--- config.mk ---
export PLATFORM = sky130hd
export DESIGN_NAME = date_sequencer
export DESIGN_NICKNAME = d
export VERILOG_FILES = /design/src/rtl/calendar_pkg.sv /design/src/rtl/bcd_date_incr.sv /design/src/rtl/date_sequencer.sv
export SDC_FILE = /design/constraint.sdc
export NUM_CORES = 1
export LEC_CHECK = 0
export ABC_AREA = 0
export CAP_MARGIN = 20
export CORE_ASPECT_RATIO = 0.5
export CORE_MARGIN = 2
export CORE_UTILIZATION = 49
export CTS_BUF_LIST = sky130_fd_sc_hd__clkbuf_4 sky130_fd_sc_hd__clkbuf_8 sky130_fd_sc_hd__clkbuf_16
export DETAILED_ROUTE_END_ITERATION = 10
export HOLD_SLACK_MARGIN = 0.06
export PLACE_DENSITY = 0.73
export RECOVER_POWER = 25
export SETUP_SLACK_MARGIN = 0.4
export SYNTH_ARGS = -nofsm -noshare
export SYNTH_HDL_FRONTEND = slang
export SYNTH_SLANG_ARGS = --single-unit
--- constraint.sdc ---
create_clock -name clk -period 9.5 [get_ports clk]
set_input_delay 2.375 -clock clk [delete_from_list [all_inputs] [get_ports clk]]
set_output_delay 2.375 -clock clk [all_outputs]
set_load 0.01 [all_outputs]
--- src/rtl/calendar_pkg.sv ---
// Shared calendar definitions: controller state encoding, month lengths,
// leap-year rule and the days-in-month lookup.
// Build option: GREGORIAN_CENTURY_RULE_EN selects the full Gregorian leap rule;
// without it every fourth year is a leap year, which is correct for 1901-2099.
package calendar_pkg;

    typedef enum logic [1:0] {
        IDLE   = 2'd0,
        ADV    = 2'd1,
        CHECK  = 2'd2,
        COMMIT = 2'd3
    } state_t;

    localparam logic [4:0] DAYS_28 = 5'd28;
    localparam logic [4:0] DAYS_29 = 5'd29;
    localparam logic [4:0] DAYS_30 = 5'd30;
    localparam logic [4:0] DAYS_31 = 5'd31;

    function automatic logic is_leap(input logic [11:0] y);
`ifdef GREGORIAN_CENTURY_RULE_EN
        return (((y % 12'd4) == 12'd0) && ((y % 12'd100) != 12'd0)) ||
               ((y % 12'd400) == 12'd0);
`else
        return (y % 12'd4) == 12'd0;
`endif
    endfunction

    // Month is binary; out-of-range months fall into the 31-day default and
    // are rejected separately by the load check.
    function automatic logic [4:0] days_in_month(input logic [7:0] month,
                                                 input logic [11:0] year);
        case (month)
            8'd2:                    return is_leap(year) ? DAYS_29 : DAYS_28;
            8'd4, 8'd6, 8'd9, 8'd11: return DAYS_30;
            default:                 return DAYS_31;
        endcase
    endfunction

endpackage

--- src/rtl/bcd_date_incr.sv ---
// Combinational next-day calculator on a BCD day/month + binary year.
// Also exposes the binary day/month and the month's day limit so the
// controller can validate a loaded date with the same logic.
// Build option: GREGORIAN_CENTURY_RULE_EN (via calendar_pkg leap rule).
module bcd_date_incr
    import calendar_pkg::*;
#(
    parameter int MIN_YEAR = 2000,
    parameter int MAX_YEAR = 2099
) (
    input  logic [3:0]  day10,
    input  logic [3:0]  day1,
    input  logic [3:0]  month10,
    input  logic [3:0]  month1,
    input  logic [11:0] year,
    output logic [7:0]  day_bin,
    output logic [7:0]  month_bin,
    output logic [4:0]  day_limit,
    output logic [3:0]  next_day10,
    output logic [3:0]  next_day1,
    output logic [3:0]  next_month10,
    output logic [3:0]  next_month1,
    output logic [11:0] next_year
);

    localparam logic [11:0] MIN_Y = 12'(MIN_YEAR);
    localparam logic [11:0] MAX_Y = 12'(MAX_YEAR);

    assign day_bin   = 8'(day10) * 8'd10 + 8'(day1);
    assign month_bin = 8'(month10) * 8'd10 + 8'(month1);
    assign day_limit = days_in_month(month_bin, year);

    // Next date: BCD digit carries, month rollover, year wrap to MIN_YEAR.
    always_comb begin
        next_day10   = day10;
        next_day1    = day1;
        next_month10 = month10;
        next_month1  = month1;
        next_year    = year;
        if (day_bin >= {3'd0, day_limit}) begin
            next_day10 = 4'd0;
            next_day1  = 4'd1;
            if (month_bin >= 8'd12) begin
                next_month10 = 4'd0;
                next_month1  = 4'd1;
                next_year    = (year == MAX_Y) ? MIN_Y : year + 12'd1;
            end else if (month1 == 4'd9) begin
                next_month10 = month10 + 4'd1;
                next_month1  = 4'd0;
            end else begin
                next_month1 = month1 + 4'd1;
            end
        end else if (day1 == 4'd9) begin
            next_day10 = day10 + 4'd1;
            next_day1  = 4'd0;
        end else begin
            next_day1 = day1 + 4'd1;
        end
    end

endmodule

--- src/rtl/date_sequencer.sv ---
// Calendar date register with midnight advance and validated parallel load.
// Build option: GREGORIAN_CENTURY_RULE_EN selects the century leap rule.
//
// Load handshake: the requester raises load_req with ld_* stable and holds
// it until it sees load_ack (one cycle, during COMMIT or a rejecting CHECK);
// it must drop load_req right after that cycle so IDLE does not reload.
// load_err accompanies load_ack on rejection. The committed date and the
// registered sync_out/date_changed pulses appear together in the cycle after
// COMMIT/ADV, i.e. 2 cycles after load_req and 1 cycle after day_tick.
module date_sequencer
    import calendar_pkg::*;
#(
    parameter int MIN_YEAR = 2000,
    parameter int MAX_YEAR = 2099,
    parameter int RST_YEAR = 2024
) (
    input  logic        clk,
    input  logic        reset,
    input  logic        day_tick,
    input  logic        load_req,
    input  logic [3:0]  ld_day10,
    input  logic [3:0]  ld_day1,
    input  logic [3:0]  ld_month10,
    input  logic [3:0]  ld_month1,
    input  logic [11:0] ld_year,
    output logic [3:0]  day10,
    output logic [3:0]  day1,
    output logic [3:0]  month10,
    output logic [3:0]  month1,
    output logic [11:0] year,
    output logic        load_ack,
    output logic        load_err,
    output logic        date_changed,
    output logic        sync_out,
    output logic        busy
);

    state_t      state, state_next;
    logic        pend_tick, pend_next;
    logic [3:0]  sh_day10, sh_day1, sh_month10, sh_month1;
    logic [11:0] sh_year;

    logic        check_sel;
    logic [3:0]  in_day10, in_day1, in_month10, in_month1;
    logic [11:0] in_year;
    logic [7:0]  day_bin, month_bin;
    logic [4:0]  day_limit;
    logic [3:0]  nx_day10, nx_day1, nx_month10, nx_month1;
    logic [11:0] nx_year;
    logic        digits_ok, fields_ok, year_ok, shadow_valid;

    // The incrementer sees the shadow date during CHECK so its day-limit
    // logic validates loads; otherwise it sees the live date for ADV.
    assign check_sel  = (state == CHECK);
    assign in_day10   = check_sel ? sh_day10   : day10;
    assign in_day1    = check_sel ? sh_day1    : day1;
    assign in_month10 = check_sel ? sh_month10 : month10;
    assign in_month1  = check_sel ? sh_month1  : month1;
    assign in_year    = check_sel ? sh_year    : year;

    bcd_date_incr #(
        .MIN_YEAR (MIN_YEAR),
        .MAX_YEAR (MAX_YEAR)
    ) u_incr (
        .day10        (in_day10),
        .day1         (in_day1),
        .month10      (in_month10),
        .month1       (in_month1),
        .year         (in_year),
        .day_bin      (day_bin),
        .month_bin    (month_bin),
        .day_limit    (day_limit),
        .next_day10   (nx_day10),
        .next_day1    (nx_day1),
        .next_month10 (nx_month10),
        .next_month1  (nx_month1),
        .next_year    (nx_year)
    );

    assign digits_ok = (sh_day10 <= 4'd9) && (sh_day1 <= 4'd9) &&
                       (sh_month10 <= 4'd9) && (sh_month1 <= 4'd9);
    assign fields_ok = (month_bin >= 8'd1) && (month_bin <= 8'd12) &&
                       (day_bin >= 8'd1) && (day_bin <= {3'd0, day_limit});
    assign year_ok   = (sh_year >= 12'(MIN_YEAR)) && (sh_year <= 12'(MAX_YEAR));
    assign shadow_valid = digits_ok && fields_ok && year_ok;

    assign busy     = (state != IDLE);
    assign load_err = check_sel && !shadow_valid;
    assign load_ack = (state == COMMIT) || load_err;

    // State and pending-tick registers.
    always_ff @(posedge clk or posedge reset) begin
        if (reset) begin
            state     <= IDLE;
            pend_tick <= 1'b0;
        end else begin
            state     <= state_next;
            pend_tick <= pend_next;
        end
    end

    // Next state and pending-tick bookkeeping. A tick that meets a pending
    // tick in IDLE re-arms the flag so neither is lost.
    always_comb begin
        state_next = state;
        pend_next  = pend_tick;
        case (state)
            IDLE: begin
                if (load_req) begin
                    state_next = CHECK;
                    if (day_tick) pend_next = 1'b1;
                end else if (day_tick || pend_tick) begin
                    state_next = ADV;
                    pend_next  = day_tick && pend_tick;
                end
            end
            ADV: begin
                state_next = IDLE;
                if (day_tick) pend_next = 1'b1;
            end
            CHECK: begin
                state_next = shadow_valid ? COMMIT : IDLE;
                if (day_tick) pend_next = 1'b1;
            end
            COMMIT: begin
                state_next = IDLE;
                pend_next  = 1'b0;
            end
            default: begin
                state_next = IDLE;
                pend_next  = 1'b0;
            end
        endcase
    end

    // Capture the requested date as CHECK is entered.
    always_ff @(posedge clk or posedge reset) begin
        if (reset) begin
            sh_day10   <= 4'd0;
            sh_day1    <= 4'd0;
            sh_month10 <= 4'd0;
            sh_month1  <= 4'd0;
            sh_year    <= 12'd0;
        end else if (state == IDLE && load_req) begin
            sh_day10   <= ld_day10;
            sh_day1    <= ld_day1;
            sh_month10 <= ld_month10;
            sh_month1  <= ld_month1;
            sh_year    <= ld_year;
        end
    end

    // Date register plus the pulses that mark a new date.
    always_ff @(posedge clk or posedge reset) begin
        if (reset) begin
            day10        <= 4'd0;
            day1         <= 4'd1;
            month10      <= 4'd0;
            month1       <= 4'd1;
            year         <= 12'(RST_YEAR);
            date_changed <= 1'b0;
            sync_out     <= 1'b0;
        end else begin
            date_changed <= (state == ADV);
            sync_out     <= (state == COMMIT);
            if (state == ADV) begin
                day10   <= nx_day10;
                day1    <= nx_day1;
                month10 <= nx_month10;
                month1  <= nx_month1;
                year    <= nx_year;
            end else if (state == COMMIT) begin
                day10   <= sh_day10;
                day1    <= sh_day1;
                month10 <= sh_month10;
                month1  <= sh_month1;
                year    <= sh_year;
            end
        end
    end

endmodule

Yosys cells after proc, flatten, opt, wreduce, memory -nomap -nowiden

Cells that the tools add are included.

Register bits after elaboration: 61
Output and inout port bits: 33
Logic and storage cells: 107

Add/subtract/negate cells: 7
$mul: 2
Order comparisons: 12
Eq/ne operators: 12
Mux-type cells: 38
Reduce and logical (&&, ||, !) cells: 22

Operators with widths:

| kind                  | count |
|---|---|
| $mux 4                | 22 |
| $mux 12               | 6 |
| $add 4x1->4 const B   | 4 |
| $add 8x4->8           | 2 |
| $eq 8x3->1 const B    | 2 |
| $eq 8x4->1 const B    | 2 |
| $ge 8x1->1 const B    | 2 |
| $le 4x4->1 const B    | 4 |
| $mul 4x3->7 const B   | 2 |
| $add 12x1->12 const B | 1 |
| $eq 12x12->1 const B  | 1 |
| $ge 12x11->1 const B  | 1 |
| $le 12x12->1 const B  | 1 |
| $logic_and 1x1->1     | 12 |
| $logic_not 12->1      | 1 |
| $pmux 5 s2            | 1 |
| $eq 4x4->1 const B    | 2 |
| $eq 8x2->1 const B    | 1 |
| $ge 8x4->1 const B    | 1 |
| $ge 8x5->1            | 1 |
| $le 8x4->1 const B    | 1 |
| $le 8x5->1            | 1 |
| $mux 2                | 3 |
| $pmux 2 s3            | 1 |
| 11 further kinds      | 18 |

Longest topological paths before layout

Depth after elaboration: 14
Mapped depth: 26

Modules after synthesis

Synthesis repeated with hierarchy kept, for this count alone.

Cells, all modules: 508
Area total of the unflattened synthesis: 4790.8 µm²

By module, submodules not included:

| module         | times used | cells each | area an instance (µm²) | seq. area each (µm²) |
|---|---|---|---|---|
| date_sequencer | 1          | 281        | 3206.8                 | 1537.7 |
| bcd_date_incr  | 1          | 227        | 1584.0                 | 0.0 |

Least setup slack after synthesis

Ideal clock, no wire load.

Kind: register to output
Start point: register state[0]
End point: output port load_ack
Arrival time: 4528 ps
Required time: 7125 ps
Setup slack: 2597 ps
Cell stages (with the launch flop): 23
Path buffers: 4
Cells stage by stage: dfrtp_1 -> inv_1 -> ha_1 -> buf_6 -> buf_4 -> buf_6 -> buf_4 -> mux2_2 -> ha_1 -> ha_1 -> inv_1 -> fa_1 -> nand2b_1 -> nor4_1 -> a211oi_2 -> nor4_1 -> ha_1 -> a21oi_1 -> a211oi_1 -> nand2_1 -> nand4_1 -> and2_1 -> or2_1

Word-level cells in the longest chain between the ends: 14
Elaborated cells on any way between the ends: 32
Classes of those cells: add/sub: 2; mul: 2; order compare: 4; eq/ne: 7; mux: 7; reduce/logical: 10

Ends and longest elaborated chain:

| what                                     | line                 | source |
|---|---|---|
| from (decl)                              | date_sequencer.sv:38 | `state_t state, state_next;` |
| from (signal assigned)                   | date_sequencer.sv:97 | `state <= state_next;` |
| $eq 2x2->1 (*)                           | date_sequencer.sv:54 | `assign check_sel = (state == CHECK);` |
| $mux 4                                   | date_sequencer.sv:57 | `assign in_month10 = check_sel ? sh_month10 : month10;` |
| $mul 4x3->7                              | bcd_date_incr.sv:30  | `assign month_bin = 8'(month10) * 8'd10 + 8'(month1);` |
| $add 8x4->8                              | bcd_date_incr.sv:30  |  |
| $eq 8x3->1 or $eq 8x4->1 (tied branches) | calendar_pkg.sv:32   | `case (month)` |
| $reduce_or 4->1                          | calendar_pkg.sv:32   |  |
| $pmux 5 s2                               | calendar_pkg.sv:32   |  |
| $le 8x5->1                               | date_sequencer.sv:83 | `(day_bin >= 8'd1) && (day_bin <= {3'd0, day_limit});` |
| $logic_and 1x1->1                        | date_sequencer.sv:83 |  |
| $logic_and 1x1->1 (2 in series)          | date_sequencer.sv:85 | `assign shadow_valid = digits_ok && fields_ok && year_ok;` |
| $logic_not 1->1                          | date_sequencer.sv:88 | `assign load_err = check_sel && !shadow_valid;` |
| $logic_and 1x1->1 (*)                    | date_sequencer.sv:88 |  |
| net load_err                             | date_sequencer.sv:32 | `output logic load_err,` |
| $logic_or 1x1->1 (*)                     | date_sequencer.sv:89 | `assign load_ack = (state == COMMIT) \|\| load_err;` |
| to (decl)                                | date_sequencer.sv:31 | `output logic load_ack,` |

Mark *: on every way through the listed nets, which the timed path passes. The rest lies on a longest branch.

Worst setup path after layout

Start point: register state[0]
End point: output port load_ack

Word-level cells in the longest chain between the ends: 14
Elaborated cells on any way between the ends: 32
Classes of those cells: add/sub: 2; mul: 2; order compare: 4; eq/ne: 7; mux: 7; reduce/logical: 10

Ends and longest elaborated chain:

| what                                     | line |
|---|---|
| $eq 2x2->1                               | date_sequencer.sv:54 |
| $mux 4                                   | date_sequencer.sv:57 |
| $mul 4x3->7                              | bcd_date_incr.sv:30 |
| $add 8x4->8                              | bcd_date_incr.sv:30 |
| $eq 8x3->1 or $eq 8x4->1 (tied branches) | calendar_pkg.sv:32 |
| $reduce_or 4->1                          | calendar_pkg.sv:32 |
| $pmux 5 s2                               | calendar_pkg.sv:32 |
| $le 8x5->1                               | date_sequencer.sv:83 |
| $logic_and 1x1->1                        | date_sequencer.sv:83 |
| $logic_and 1x1->1 (2 in series)          | date_sequencer.sv:85 |
| $logic_not 1->1                          | date_sequencer.sv:88 |
| $logic_and 1x1->1                        | date_sequencer.sv:88 |
| $logic_or 1x1->1 (*)                     | date_sequencer.sv:89 |

Mark *: on every way between the ends. The rest lies on a longest branch, timed or not.

==> impl_metrics.env <==
export IMPL_routedWlPerCell_um=16.65
export IMPL_yosys_warnings=0
export IMPL_synth_seq_cells=61
export IMPL_cts_tree="yes"
export IMPL_fp_row_count=24
export IMPL_clock_skew_ps=7.473
export IMPL_worstSetupPathType="reg -> out"
export IMPL_fp_coreArea_um2=8828
export IMPL_synth_flop_cell="dfrtp_1"
export IMPL_numCtsBuffers=9
export IMPL_synth_top_area_share_pct=28.83
export IMPL_netlist_top_cells_area="dfrtp_1 29%, mux2_2 9.5%, mux2i_1 7.1%"
export IMPL_wirelength_um=10760
export IMPL_cts_setup_buffers=0
export IMPL_peakVddDrop_uv=174.4
export IMPL_ant_nets=0
export IMPL_cp_max_fo=41
export IMPL_final_core_util_pct=62.60
export IMPL_start_util_pct=51.12
export IMPL_dpl_cell_area_um2=5221
export IMPL_design_area_um2=5527
export IMPL_drt_iter0_drc=213
export IMPL_cts_resized=0
export IMPL_port_buffers=64
export IMPL_synth_most_common_cell="dfrtp_1"
export IMPL_power_leakage_nw=2.231
export IMPL_synthToLayoutAreaGrowth_pct=22.46
export IMPL_grt_max_degree=62
export IMPL_grt_ovfl_total=0
export IMPL_track_usage_pct=22.10
export IMPL_max_freq_ghz=0.1306
export IMPL_drcViolationCount=0
export IMPL_die_x_um=139.7
export IMPL_syn_area_um2=4513
export IMPL_drive_gt1_share_pct=15.31
export IMPL_cts_num_sinks=61
export IMPL_yosysTopAreaCell="dfrtp_1"
export IMPL_period_needed_ps=7656
export IMPL_grt_pass1_wl_um=17820
export IMPL_hold_path_class="reg -> reg"
export IMPL_drtPass1Iterations=5
export IMPL_use_met2_pct=35.72
export IMPL_maxCapViolations=2
export IMPL_synth_nets=524
export IMPL_seq_area_frac_synth_pct=34.07
export IMPL_synth_distinct_cells=68
export IMPL_cp_arrival_ps=5280
export IMPL_slew_violations=101
export IMPL_slew_headroom_pct=-110.8
export IMPL_fin_crit_sh_pct=80.59
export IMPL_ioPinCount=65
export IMPL_dieArea_um2=10040
export IMPL_async_flop_share_pct=100.0
export IMPL_tns_ps=0
export IMPL_worstMarginPinSlew_ps=3161
export IMPL_failed_checks="max-capacitance violations, max-slew violations"
export IMPL_place_congestion=0.8544
export IMPL_rsz0062_at_grt="false"
export IMPL_setup_viol_count_final=0
export IMPL_grt_pass1_vias=3561
export IMPL_required_ps=7130
export IMPL_cts_root_buf="clkbuf_16"
export IMPL_dp_hpwl_um=7780
export IMPL_synth_common_cells="52 x dfrtp_1, 38 x mux2_2, 32 x mux2i_1"
export IMPL_diodes=0
export IMPL_total_power_mw=2.165
export IMPL_postCtsHoldBufs=0
export IMPL_die_h_um=71.86
export IMPL_busiest_layer="met2"
export IMPL_path_clk_slew_ps=60
export IMPL_nets=584
export IMPL_hold_viol_final=0
export IMPL_h_tree_depth=3
export IMPL_grt_antenna_before_repair=0
export IMPL_clk_latency_ps=330
export IMPL_status="finished, violations left"
export IMPL_synth_edf_count=0
export IMPL_power_density_nw_per_um2=391.7
export IMPL_synth_area_per_cell_um2=9.726
export IMPL_synth_cells=464
export IMPL_globalRouteMet3Util_pct=4.947
export IMPL_via_per_inst=6.005
export IMPL_cts_path_max_buffers=2
export IMPL_endpoint_kind="output port"
export IMPL_met1_usage_pct=30.44
export IMPL_via_count=3879
export IMPL_crit_path_start_kind="flop"
## logic make-up after synthesis
group / share of synthesized area, %
adders and majority gates: 8.428
xor gates and xnor gates: 2.911
and+or+nand+nor: 16.72
muxes: 17.22
buffers and inverters: 5.129
AOI/OAI and AO/OA: 15.53
DFF: 34.07
## worst max-delay path, stage by stage, from the launching register on
cell	delay, ps
dfrtp_1	410
inv_1	120
ha_2	280
buf_4	500
mux2i_1	220
inv_1	180
ha_1	190
inv_1	50
fa_1	420
nand2b_1	100
a21o_1	100
o311ai_0	270
nor4_1	400
ha_1	310
a21oi_1	130
a211oi_1	50
nand2_1	70
nand4_1	180
and2_1	240
or2_1	200
clkdlybuf4s50_1	480
## path summary, 6_finish.rpt
check | from | to | slack [ps] | depth (start not counted)
worst max-delay path | state[0] | load_ack | 1840 | 20
worst min-delay path | sh_day10[0] | sh_day10[0] | 530 | 1
worst max register to register | state[0] | month10[2] | 4080 | 16
worst min register to register | sh_day10[0] | sh_day10[0] | 530 | 1
max in group asynchronous | reset | month10[3] | 4010 | 3
min in group asynchronous | reset | sh_month1[0] | 3700 | 3
## per-layer routing
metal | vias to the layer above | part of all wire [%]
met5 | - | 0
met4 | 0 | 1.1
met3 | 12 | 4.0
met2 | 82 | 48
met1 | 1940 | 47
li1 | 1845 | -
## stage by stage
step | setup WS (ps) | hold slack (ps) | cells
floorplan | 2597 | 496.1 | 464
global placement | 2342 | 521.5 | 630
detailed placement | 2175 | 526.2 | 630
CTS | 1838 | 537.9 | 646
global route | 1495 | 560.1 | 646
finish | 1844 | 533.8 | 646
## where the power goes
part,leakage (nW),switching (mW),internal [mW],total [mW]
clock,0.155,0.114,0.227,0.341
sequential,0.727,0.124,0.392,0.515
combinational,1.35,0.736,0.573,1.31
## placed cells by master (no fill, tap or decap), drive strengths merged, types with 9 or more instances in the layout
cell type and count:
dfstp 9, a21oi 25, mux2i 33, o21ai 26
clkbuf 16, clkdlybuf4s50 62, xnor2 11, nand2 20
nand3 19, a31oi 9, mux2 39, nor3 13
nor4 9, nor2 22, o22ai 9, inv 27
ha 24, dfrtp 52
## final cells by class
cell class / count / area, um^2
clock buffer: 13 / 274.0
clock inverter: 3 / 42.54
fill: 775 / 3302
inverter: 28 / 105.1
multi-input combinational: 354 / 2746
sequential: 61 / 1538
tap: 117 / 146.4
timing repair buffer: 70 / 674.4
## sequential cells by signal, indices dropped and copies added, names as in the netlist
register,count
pend_tick,1
day10,4
date_changed,1
sh_month1,4
month10,4
sh_month10,4
month1,4
state,2
sh_day1,4
sh_day10,4
day1,4
year,12
sh_year,12
sync_out,1
(Power assumes the default switching activity.)
